--- src/rtl/seq_alu_if.sv ---
// seq_alu_if: start/busy/done handshake, operands and registered results of seq_alu
interface seq_alu_if #(parameter int WIDTH = 32);
  logic             start;
  logic [2:0]       ALUControl;
  logic [WIDTH-1:0] a;
  logic [WIDTH-1:0] b;
  logic             busy;
  logic             done;
  logic [WIDTH-1:0] Result;
  logic [WIDTH-1:0] Result2;
  logic [3:0]       ALUFlags;
  modport master(output start, ALUControl, a, b, input busy, done, Result, Result2, ALUFlags);
  modport slave(input start, ALUControl, a, b, output busy, done, Result, Result2, ALUFlags);
endinterface

--- src/rtl/seq_alu.sv ---
// seq_alu: multi-cycle ALU, single-cycle add/sub/logic, shift-add multiplies one bit per cycle
module seq_alu #(parameter int WIDTH = 32) (
  input logic   clk,
  input logic   reset,
  seq_alu_if.slave bus
);
  localparam int CW = $clog2(WIDTH + 1);
  typedef enum logic {IDLE, MULT} state_t;
  state_t             state_q, state_d;
  logic [CW-1:0]      cnt_q, cnt_d;
  logic [2*WIDTH-1:0] acc_q, acc_d, nxt, prod;
  logic [WIDTH-1:0]   mcand_q, mcand_d, mplier_q, mplier_d;
  logic [WIDTH-1:0]   res_q, res_d, res2_q, res2_d;
  logic [WIDTH-1:0]   bb, logic_r, abs_a, abs_b;
  logic [WIDTH:0]     sum, step;
  logic [1:0]         op_q, op_d;
  logic [3:0]         flags_q, flags_d;
  logic               neg_q, neg_d, done_q, done_d, is_sub, is_smull, ovf, arith;
  // datapath: adder, logic unit, operand magnitudes and one shift-add iteration
  always_comb begin
    is_sub   = bus.ALUControl == 3'b001;
    is_smull = bus.ALUControl == 3'b111;
    arith    = bus.ALUControl[2:1] == 2'b00;
    bb       = is_sub ? ~bus.b : bus.b;
    sum      = {1'b0, bus.a} + {1'b0, bb} + {{WIDTH{1'b0}}, is_sub};
    ovf      = (bus.a[WIDTH-1] == bb[WIDTH-1]) && (sum[WIDTH-1] != bus.a[WIDTH-1]);
    logic_r  = bus.ALUControl == 3'b010 ? bus.a & bus.b :
               bus.ALUControl == 3'b011 ? bus.a | bus.b : bus.a ^ bus.b;
    abs_a    = (is_smull && bus.a[WIDTH-1]) ? -bus.a : bus.a;
    abs_b    = (is_smull && bus.b[WIDTH-1]) ? -bus.b : bus.b;
    step     = {1'b0, acc_q[2*WIDTH-1:WIDTH]} + (mplier_q[0] ? {1'b0, mcand_q} : '0);
    nxt      = {step, acc_q[WIDTH-1:1]};
    prod     = neg_q ? -nxt : nxt;
  end
  // next-state: accept requests in IDLE, iterate the multiplier in MULT
  always_comb begin
    state_d  = state_q;
    cnt_d    = cnt_q;
    acc_d    = acc_q;
    mcand_d  = mcand_q;
    mplier_d = mplier_q;
    op_d     = op_q;
    neg_d    = neg_q;
    done_d   = 1'b0;
    res_d    = res_q;
    res2_d   = res2_q;
    flags_d  = flags_q;
    if (state_q == IDLE) begin
      if (bus.start && (!bus.ALUControl[2] || bus.ALUControl == 3'b100)) begin
        res_d   = arith ? sum[WIDTH-1:0] : logic_r;
        res2_d  = '0;
        flags_d = {res_d[WIDTH-1], res_d == '0, arith & sum[WIDTH], arith & ovf};
        done_d  = 1'b1;
      end else if (bus.start) begin
        state_d  = MULT;
        cnt_d    = CW'(WIDTH);
        acc_d    = '0;
        mcand_d  = abs_a;
        mplier_d = abs_b;
        op_d     = bus.ALUControl[1:0];
        neg_d    = is_smull && (bus.a[WIDTH-1] ^ bus.b[WIDTH-1]);
      end
    end else begin
      acc_d    = nxt;
      mplier_d = mplier_q >> 1;
      cnt_d    = cnt_q - CW'(1);
      if (cnt_q == CW'(1)) begin
        state_d = IDLE;
        done_d  = 1'b1;
        res_d   = op_q == 2'b01 ? prod[WIDTH-1:0] : prod[2*WIDTH-1:WIDTH];
        res2_d  = op_q == 2'b01 ? '0 : prod[WIDTH-1:0];
        flags_d = {res_d[WIDTH-1], op_q == 2'b01 ? prod[WIDTH-1:0] == '0 : prod == '0, 2'b00};
      end
    end
  end
  // state and result registers; reset aborts any multiply in flight
  always_ff @(posedge clk or negedge reset)
    if (!reset) begin
      state_q  <= IDLE;
      cnt_q    <= '0;
      acc_q    <= '0;
      mcand_q  <= '0;
      mplier_q <= '0;
      op_q     <= '0;
      neg_q    <= 1'b0;
      done_q   <= 1'b0;
      res_q    <= '0;
      res2_q   <= '0;
      flags_q  <= '0;
    end else begin
      state_q  <= state_d;
      cnt_q    <= cnt_d;
      acc_q    <= acc_d;
      mcand_q  <= mcand_d;
      mplier_q <= mplier_d;
      op_q     <= op_d;
      neg_q    <= neg_d;
      done_q   <= done_d;
      res_q    <= res_d;
      res2_q   <= res2_d;
      flags_q  <= flags_d;
    end
  assign bus.busy     = state_q == MULT;
  assign bus.done     = done_q;
  assign bus.Result   = res_q;
  assign bus.Result2  = res2_q;
  assign bus.ALUFlags = flags_q;
endmodule
--- src/flat_wrapper.sv ---
// flat-port wrapper written by rule: the top's interface ports become plain ports
module seq_alu_flat 
#(parameter int WIDTH = 32)
  (clk, reset, bus_start, bus_ALUControl, bus_a, bus_b, bus_busy, bus_done, bus_Result, bus_Result2, bus_ALUFlags);
  seq_alu_if #(.WIDTH(WIDTH)) bus_i ();
  input logic clk;
  input logic reset;
  input wire logic [$bits(bus_i.start)-1:0] bus_start;
  input wire logic [$bits(bus_i.ALUControl)-1:0] bus_ALUControl;
  input wire logic [$bits(bus_i.a)-1:0] bus_a;
  input wire logic [$bits(bus_i.b)-1:0] bus_b;
  output wire logic [$bits(bus_i.busy)-1:0] bus_busy;
  output wire logic [$bits(bus_i.done)-1:0] bus_done;
  output wire logic [$bits(bus_i.Result)-1:0] bus_Result;
  output wire logic [$bits(bus_i.Result2)-1:0] bus_Result2;
  output wire logic [$bits(bus_i.ALUFlags)-1:0] bus_ALUFlags;
  assign bus_i.start = bus_start;
  assign bus_i.ALUControl = bus_ALUControl;
  assign bus_i.a = bus_a;
  assign bus_i.b = bus_b;
  assign bus_busy = bus_i.busy;
  assign bus_done = bus_i.done;
  assign bus_Result = bus_i.Result;
  assign bus_Result2 = bus_i.Result2;
  assign bus_ALUFlags = bus_i.ALUFlags;
  seq_alu #(.WIDTH(WIDTH)) u_core (.clk(clk), .reset(reset), .bus(bus_i));
endmodule
--- config.mk ---
export PLATFORM = sky130hd
export DESIGN_NAME = seq_alu_flat
export DESIGN_NICKNAME = d
export VERILOG_FILES = /design/src/rtl/seq_alu_if.sv /design/src/rtl/seq_alu.sv /design/src/flat_wrapper.sv
export SDC_FILE = /design/constraint.sdc
export NUM_CORES = 1
export LEC_CHECK = 0
export BUFFER_PORTS_ARGS = -buffer_cell sky130_fd_sc_hd__buf_4
export CAP_MARGIN = 20
export CORE_MARGIN = 5
export CORE_UTILIZATION = 34
export CTS_BUF_LIST = sky130_fd_sc_hd__clkbuf_16
export DETAILED_ROUTE_END_ITERATION = 8
export PLACE_DENSITY = 0.51
export SYNTH_ARGS = -nofsm -noshare
export SYNTH_HDL_FRONTEND = slang
export SYNTH_SLANG_ARGS = --single-unit
--- constraint.sdc ---
create_clock -name clk -period 6 [get_ports clk]
set_clock_uncertainty 0.1 [all_clocks]
set_input_delay 1.2 -clock clk [delete_from_list [all_inputs] [get_ports clk]]
set_output_delay 1.2 -clock clk [all_outputs]
set_load 0.1 [all_outputs]
==> results of run 1 <==
[state kept, by name, indices dropped and copies added (netlist names)]
| register | flops |
|---|---|
| u_core.acc_q | 63 |
| u_core.bus.ALUFlags | 3 |
| u_core.bus.Result | 32 |
| u_core.bus.Result2 | 32 |
| u_core.bus.busy | 1 |
| u_core.bus.done | 1 |
| u_core.cnt_q | 6 |
| u_core.mcand_q | 32 |
| u_core.mplier_q | 32 |
| u_core.neg_q | 1 |
| u_core.op_q | 2 |
[layout make-up]
class                   instances  share of cell area (%)
clock buffers                  27                    3.30
inverters                      94                    1.72
clock inverters                19                   0.691
multi-input cells            1877                    57.9
flip-flops and latches        205                    25.1
repair buffers                190                    7.07
well taps                     688                    4.21
[path summary, 6_finish.rpt]
path | to | cells past startpoint | slack (ns) | startpoint
worst max-delay path | u_core.bus.ALUFlags[2] | 15 | 0.29 | u_core.acc_q[2]
worst min-delay path | u_core.mplier_q[7] | 2 | 0.37 | u_core.mplier_q[8]
worst max register to register | u_core.bus.ALUFlags[2] | 15 | 0.29 | u_core.acc_q[2]
worst min register to register | u_core.mplier_q[7] | 2 | 0.37 | u_core.mplier_q[8]
max in group asynchronous | u_core.bus.busy | 2 | 4.08 | reset
min in group asynchronous | u_core.mcand_q[6] | 1 | 0.61 | reset
[cell usage after synthesis, types with 10 or more instances]
| cell | instances | share of area (%) |
|---|---|---|
| nand2_1 | 401 | 8.4 |
| o21ai_0 | 268 | 7.5 |
| dfrtp_1 | 205 | 29 |
| nor2_1 | 147 | 3.1 |
| a21oi_1 | 146 | 4.1 |
| xnor2_1 | 138 | 6.8 |
| ha_1 | 132 | 9.2 |
| clkbuf_1 | 130 | 2.7 |
| inv_1 | 93 | 2.0 |
| xor2_1 | 49 | 2.4 |
| nand3_1 | 44 | 1.2 |
| and2_1 | 43 | 1.5 |
| o221ai_1 | 35 | 1.7 |
| a21o_1 | 34 | 1.4 |
| o211ai_1 | 33 | 1.4 |
| nand4_1 | 32 | 1.1 |
| a31oi_1 | 28 | 0.98 |
| o31ai_1 | 26 | 1.1 |
| a211oi_1 | 25 | 1.1 |
| nor3_1 | 22 | 0.62 |
| nor4_1 | 21 | 0.74 |
| or3_1 | 20 | 0.70 |
| o21a_1 | 17 | 0.71 |
| mux2i_1 | 14 | 0.78 |
| nand2b_1 | 14 | 0.49 |
| or4_1 | 14 | 0.59 |
| buf_1 | 13 | 0.27 |
| o41ai_1 | 13 | 0.64 |
| a41oi_1 | 12 | 0.59 |
| and3_1 | 12 | 0.42 |
| nor2b_1 | 12 | 0.42 |
| or2_2 | 10 | 0.35 |
[worst min-delay path, delay by kind of cell (launching register included)]
family / cells / cell delay, ns
compound gates: 1 / 0.06
simple gates: 1 / 0.05
flops: 1 / 0.34
[power breakdown]
part	total, µW	switching, µW	leakage, µW	internal [µW]
Clock	1530	637	0.000424	892
Sequential	2520	548	0.00263	1970
Combinational	6750	4840	0.00588	1900
Total	10800	6030	0.00893	4770
[through the flow]
| stage | cell area (µm²) | std cells | hold slack (ns) |
|---|---|---|---|
| 2_1_floorplan | 17900 | 2326 | 0.338 |
| 5_1_grt | 20500 | 3100 | 0.400 |
| 3_3_place_gp | 19600 | 3054 | 0.356 |
| 4_1_cts | 20400 | 3100 | 0.379 |
| 6_report | 20500 | 3100 | 0.371 |
| 3_5_place_dp | 19600 | 3054 | 0.367 |
[logic make-up after synthesis]
group                      share of synthesized area, %
adders and majority gates                          9.47
xor gates and xnor gates                           9.16
DFF                                                28.7
buffers and inverters                              5.31
muxes                                             0.784
and+or+nand+nor                                    21.5
AOI/OAI and AO/OA                                  25.1
[metal layers]
layer | vias up | wire (µm)
met4 | 0 | 2560
met3 | 104 | 4430
li1 | 8400 | -
met2 | 560 | 30100
met1 | 8592 | 30000
met5 | - | 0
==> results.md, run 1 <==
- MaxCap Viol Count: 0
- Fin crit period: 5.71 ns
- Fin nets: 2598
- Global routing's busiest layer: met2
- Initial Util: 34.1%
- Yosys reg bits: 205
- 1st-iter DRT viols: 1665
- Clock Path Buffers: 3
- CP Class: reg -> reg
- Full die area: 57300 µm²
- Ports: 140
- Post-synth ARST share: 100%
- Vias in the first global route: 16900
- Main synth FF type: dfrtp_1
- Routed vias/inst: 5.70
- Area of the multi-input gates: 11800 µm²
- Worst-Skew Late Latency: 0.56 ns
- Vias post-DR: 17700
- Worst setup SP type: register
- Worst min path class: reg -> reg
- Fmax: 175 MHz
- DRT antenna net count: 0
- Met3 global-route usage: 3.90%
- Crit end category: register
- GP Congestion: 0.937
- Register Area: 5130 µm²
- Critical path arrival: 6.10 ns
- CTS Buf Count: 26
- Hold Buf Count CTS: 0
- Fin. Hold Viols: 0
- Avg Inst Size Synth: 7.68 µm²
- Routed len/inst: 21.6 µm
- Slowest CP cell: or4_1
- Final period util: 95.2%
- Most common cell after layout, fill and taps aside: nand2_1
- Inserted Diodes: 0
- Cells after Synth: 2326
- Setup WS pre-CTS: 0.234 ns
- Root buf cell: clkbuf_16
- Commonest non-fill, non-tap cells in the layout: nand2_1 (399), o21ai_0 (267), dfrtp_1 (203)
- CP peak stage delay: 0.55 ns
- Final setup fails: 0
- Die extent in y: 239 µm
- Mapped Area: 17900 µm²
- Power Density: 528 nW/µm²
- GRT overflow: 0
- Met1 usage: 31.3%
- First-pass GRT wire length: 102000 µm
- Unrepaired setup endpoints after global routing: false
- Wirelength, routed: 67000 µm
- Worst EP required: 6.39 ns
- Register area share after synthesis: 28.7%
- Tot GR Track Use: 22.5%
- Worst path top cell family by delay: simple AND/OR/NAND/NOR gates
- Final worst slack: 0.289 ns
- CTS sink cnt: 205
- Fraction of layout cells with a size suffix above 1: 11.0%
- Yosys cell types: 83
- Critical Path, Cell by Cell: inv_1 > ha_1 > or4b_1 > or3_1 > or4_4 > or4_1 > or3_1 > o31ai_1 > xor2_1 > or4_1 > or4b_1 > nor4_1 > a31oi_1 > o21ai_2 > a21o_1
- Filler cells: 5484
- IR drop worst, VDD: 465 µV
- # DRC: 0
- Util after Layout: 39.1%
- Met2 Usage GRT: 35.8%
- Post-CTS repair timing setup buffer count: 0
- Post-CTS resize count: 0
- Yosys warns: 0
- Measured slew at the worst slew-check pin: 0.979 ns
- CTS tree: yes
- Worst-path clk slew: 0.07 ns
- Outcome: completed
- Worst rel slew slack: 34.6%
- Initial antenna violation count: 0
- H-tree levels: 1
- Post-synth EDFFs: 0
- Crit Path Max Fanout: 7
- Pleak: 0.00893 µW
- I/O Buffers: 139
- Setup TNS: 0 ns
- P&R area growth vs syn: 14.4%
- Post-Syn Nets: 2530
- Total power: 10800 µW
- Hpwl dp: 52100 µm
- Die Width: 239 µm
- Pins Over Slew Limit: 0
- Largest net degree at the start of global routing: 106
- Core Footprint: 52300 µm²
- CP Buf/Inv Count: 1
- Row count: 84
- DRT Pass-1 Iters: 6
No activity file was read; power rests on OpenSTA's default activity.
==> run 2, diff against run 1 <==
Settings changed: ABC_AREA set to 1.
==> results.md, run 2 <==
- Routed len/inst: 21.5 µm (was 21.6 µm)
- Initial Util: 34.4% (was 34.1%)
- Critical path arrival: 4.52 ns (was 6.10 ns)
- Register area share after synthesis: 27.0% (was 28.7%)
- Power Density: 557 nW/µm² (was 528 nW/µm²)
- Worst path top cell family by delay: simple AND/OR/NAND/NOR gates (unchanged)
- CP Buf/Inv Count: 3 (was 1)
- Fmax: 239 MHz (was 175 MHz)
- Ports: 140 (unchanged)
- Worst rel slew slack: 33.0% (was 34.6%)
- Commonest non-fill, non-tap cells in the layout: nand2_1 (843), inv_1 (411), nor2_1 (281) (was nand2_1 (399), o21ai_0 (267), dfrtp_1 (203))
- Fin crit period: 4.19 ns (was 5.71 ns)
- Post-synth EDFFs: 0 (unchanged)
- Full die area: 60700 µm² (was 57300 µm²)
- Largest register FFs: 63 (unchanged)
- Filler cells: 6013 (was 5484)
- Pleak: 0.0111 µW (was 0.00893 µW)
- Synth top area share: 27.0% (was 28.7%)
- Most frequent cell after synthesis: nand2_1 (unchanged)
- Fin. Hold Viols: 0 (unchanged)
- Clock Path Buffers: 3 (unchanged)
- Most common cell after layout, fill and taps aside: nand2_1 (unchanged)
- Hpwl dp: 66800 µm (was 52100 µm)
- Measured slew at the worst slew-check pin: 1.01 ns (was 0.979 ns)
- Worst setup SP type: register (unchanged)
- CTS Buf Count: 27 (was 26)
- Cells after Synth: 2973 (was 2326)
- CTS tree: yes (unchanged)
- Row count: 86 (was 84)
- Fraction of layout cells with a size suffix above 1: 9.53% (was 11.0%)
- Vias post-DR: 20200 (was 17700)
- Inserted Diodes: 0 (unchanged)
- GRT overflow: 0 (unchanged)
- Largest net degree at the start of global routing: 105 (was 106)
- First-pass GRT wire length: 122000 µm (was 102000 µm)
- Worst EP required: 6.33 ns (was 6.39 ns)
- Routed vias/inst: 5.27 (was 5.70)
- Worst-Skew Late Latency: 0.57 ns (was 0.56 ns)
- CTS sink cnt: 205 (unchanged)
- Yosys cell types: 52 (was 83)
- Yosys warns: 0 (unchanged)
- DRT Pass-1 Iters: 6 (unchanged)
- Mapped Area: 19000 µm² (was 17900 µm²)
- Hold slack: 0.380 ns (was 0.371 ns)
- Post-CTS resize count: 0 (unchanged)
- Fin nets: 3271 (was 2598)
- Outcome: completed (unchanged)
- Worst path most repeated cell: nand2_1
- I/O Buffers: 139 (unchanged)
- Most frequent cells after synthesis: nand2_1 (844), inv_1 (410), nor2_1 (282) (was nand2_1 (401), o21ai_0 (268), dfrtp_1 (205))
- DRT antenna net count: 0 (unchanged)
- Die extent in y: 246 µm (was 239 µm)
- Crit Path Max Fanout: 32 (was 7)
- Crit end category: register (unchanged)
- Final period util: 69.8% (was 95.2%)
- Initial antenna violation count: 1 (was 0)
- H-tree levels: 1 (unchanged)
- Setup TNS: 0 ns (unchanged)
- # DRC: 0 (unchanged)
- MaxCap Viol Count: 0 (unchanged)
- Avg Inst Size Synth: 6.39 µm² (was 7.68 µm²)
- Tot GR Track Use: 26.3% (was 22.5%)
- Slowest CP cell: fa_1 (was or4_1)
- Pins Over Slew Limit: 0 (unchanged)
- Worst min path class: reg -> reg (unchanged)
- Die Width: 246 µm (was 239 µm)
- Post-CTS repair timing setup buffer count: 0 (unchanged)
- Final setup fails: 0 (unchanged)
- Main synth FF type: dfrtp_1 (unchanged)
- 1st-iter DRT viols: 1625 (was 1665)
- Core Footprint: 55200 µm² (was 52300 µm²)
- Dominant cells by area after synthesis: dfrtp_1 (27%), nand2_1 (17%), ha_1 (8.7%) (was dfrtp_1 (29%), ha_1 (9.2%), nand2_1 (8.4%))
- Largest area contributor in the synthesized netlist: dfrtp_1 (unchanged)
- Post-Syn Nets: 3177 (was 2530)
- Worst-path clk slew: 0.06 ns (was 0.07 ns)
- CP Class: reg -> reg (unchanged)
- Top reg by flops: u_core.acc_q (unchanged)
- IR drop worst, VDD: 438 µV (was 465 µV)
- Vias in the first global route: 19600 (was 16900)
- Post-synth ARST share: 100% (unchanged)
- Critical Path, Cell by Cell: buf_4 > nand2_1 > fa_1 > inv_1 > nand2_1 > nand2_1 > nand3_1 > nand2_1 > nand2_1 > nand3_1 > nand2_1 > inv_1 > nand2_1 > nor2_1 > nand3_1 > nand2_2 > xor2_1 > nor2_1 > nand2_1 > nor2_1 > nand2_1 > nand2_1 > nand2_1 > a21oi_2 (was inv_1 > ha_1 > or4b_1 > or3_1 > or4_4 > or4_1 > or3_1 > o31ai_1 > xor2_1 > or4_1 > or4b_1 > nor4_1 > a31oi_1 > o21ai_2 > a21o_1)
- GP Congestion: 0.976 (was 0.937)
- P&R area growth vs syn: 14.2% (was 14.4%)
- Yosys reg bits: 205 (unchanged)
- CP peak stage delay: 0.47 ns (was 0.55 ns)
- Root buf cell: clkbuf_16 (unchanged)
- Wirelength, routed: 82500 µm (was 67000 µm)
- Hold Buf Count CTS: 0 (unchanged)
- Unrepaired setup endpoints after global routing: false (unchanged)
-- run 2: worst register-to-register path: stages (launching register included) --
cell,delay [ns]
dfrtp_1,0.35
buf_4,0.32
nand2_1,0.26
fa_1,0.47
inv_1,0.15
nand2_1,0.09
nand2_1,0.10
nand3_1,0.11
nand2_1,0.20
nand2_1,0.11
nand3_1,0.09
nand2_1,0.18
inv_1,0.17
nand2_1,0.07
nor2_1,0.17
nand3_1,0.13
nand2_2,0.10
xor2_1,0.37
nor2_1,0.07
nand2_1,0.07
nor2_1,0.04
nand2_1,0.05
nand2_1,0.06
nand2_1,0.18
a21oi_2,0.07
-- run 2: logic make-up (layout without fill, tap and decap cells) --
| kind of cell | after synthesis | in the layout | share of synthesized area (%) |
|---|---|---|---|
| AOI/OAI and AO/OA | 536 | 536 | 15.9 |
| buffers and inverters | 522 | 633 | 10.4 |
| and+or+nand+nor | 1457 | 1457 | 32.3 |
| xor gates and xnor gates | 119 | 119 | 5.48 |
| DFF | 205 | 205 | 27.0 |
| adders and majority gates | 134 | 134 | 8.90 |
-- run 2: cell type report --
cell class	count	area, µm²	share of cell area, %
inverter	427	1610	7.40
multi-input combinational	2246	11900	55.0
tap	748	936	4.31
clock buffer	27	676	3.11
timing repair buffer	160	1250	5.74
clock inverter	19	170	0.784
sequential	205	5130	23.6
-- run 2: worst paths after layout --
path / start / end / slack [ns] / depth (start not counted)
max: u_core.mplier_q[0] / u_core.bus.ALUFlags[2] / 1.81 / 24
max reg2reg: u_core.mplier_q[0] / u_core.bus.ALUFlags[2] / 1.81 / 24
max in group asynchronous: reset / u_core.bus.Result[8] / 4.09 / 2
min in group asynchronous: reset / u_core.acc_q[58] / 0.50 / 1
min: u_core.mcand_q[0] / u_core.mcand_q[0] / 0.38 / 2
min reg2reg: u_core.mcand_q[0] / u_core.mcand_q[0] / 0.38 / 2
-- run 2: report_power, final --
part	switching [µW]	internal [µW]	leakage [µW]
logic	6050	2020	0.00809
registers	432	1990	0.00261
clock network	672	939	0.000413
total	7160	4940	0.0111
-- run 2: per-layer routing --
| layer | track usage, % | vias to the layer above | wire [µm] |
|---|---|---|---|
| met4 | 8.17 | 2 | 3040 |
| met1 | 35.4 | 9681 | 36300 |
| met5 | 0 | - | 13 |
| met3 | 2.43 | 121 | 3770 |
| met2 | 44.8 | 623 | 39300 |
| li1 | - | 9786 | - |
-- run 2: metrics by stage --
stage	total power [µW]	cell area [µm²]	setup slack, ns	util [%]	instances
after global placement	10400	20900	1.25	37.8	3786
after floorplan	7770	19000	1.78	-	2973
final	12100	21700	1.81	39.3	3832
after detailed placement	10400	20900	1.37	37.8	3786
after global routing	12900	21700	1.46	39.3	3832
after CTS	12100	21700	1.88	39.3	3832
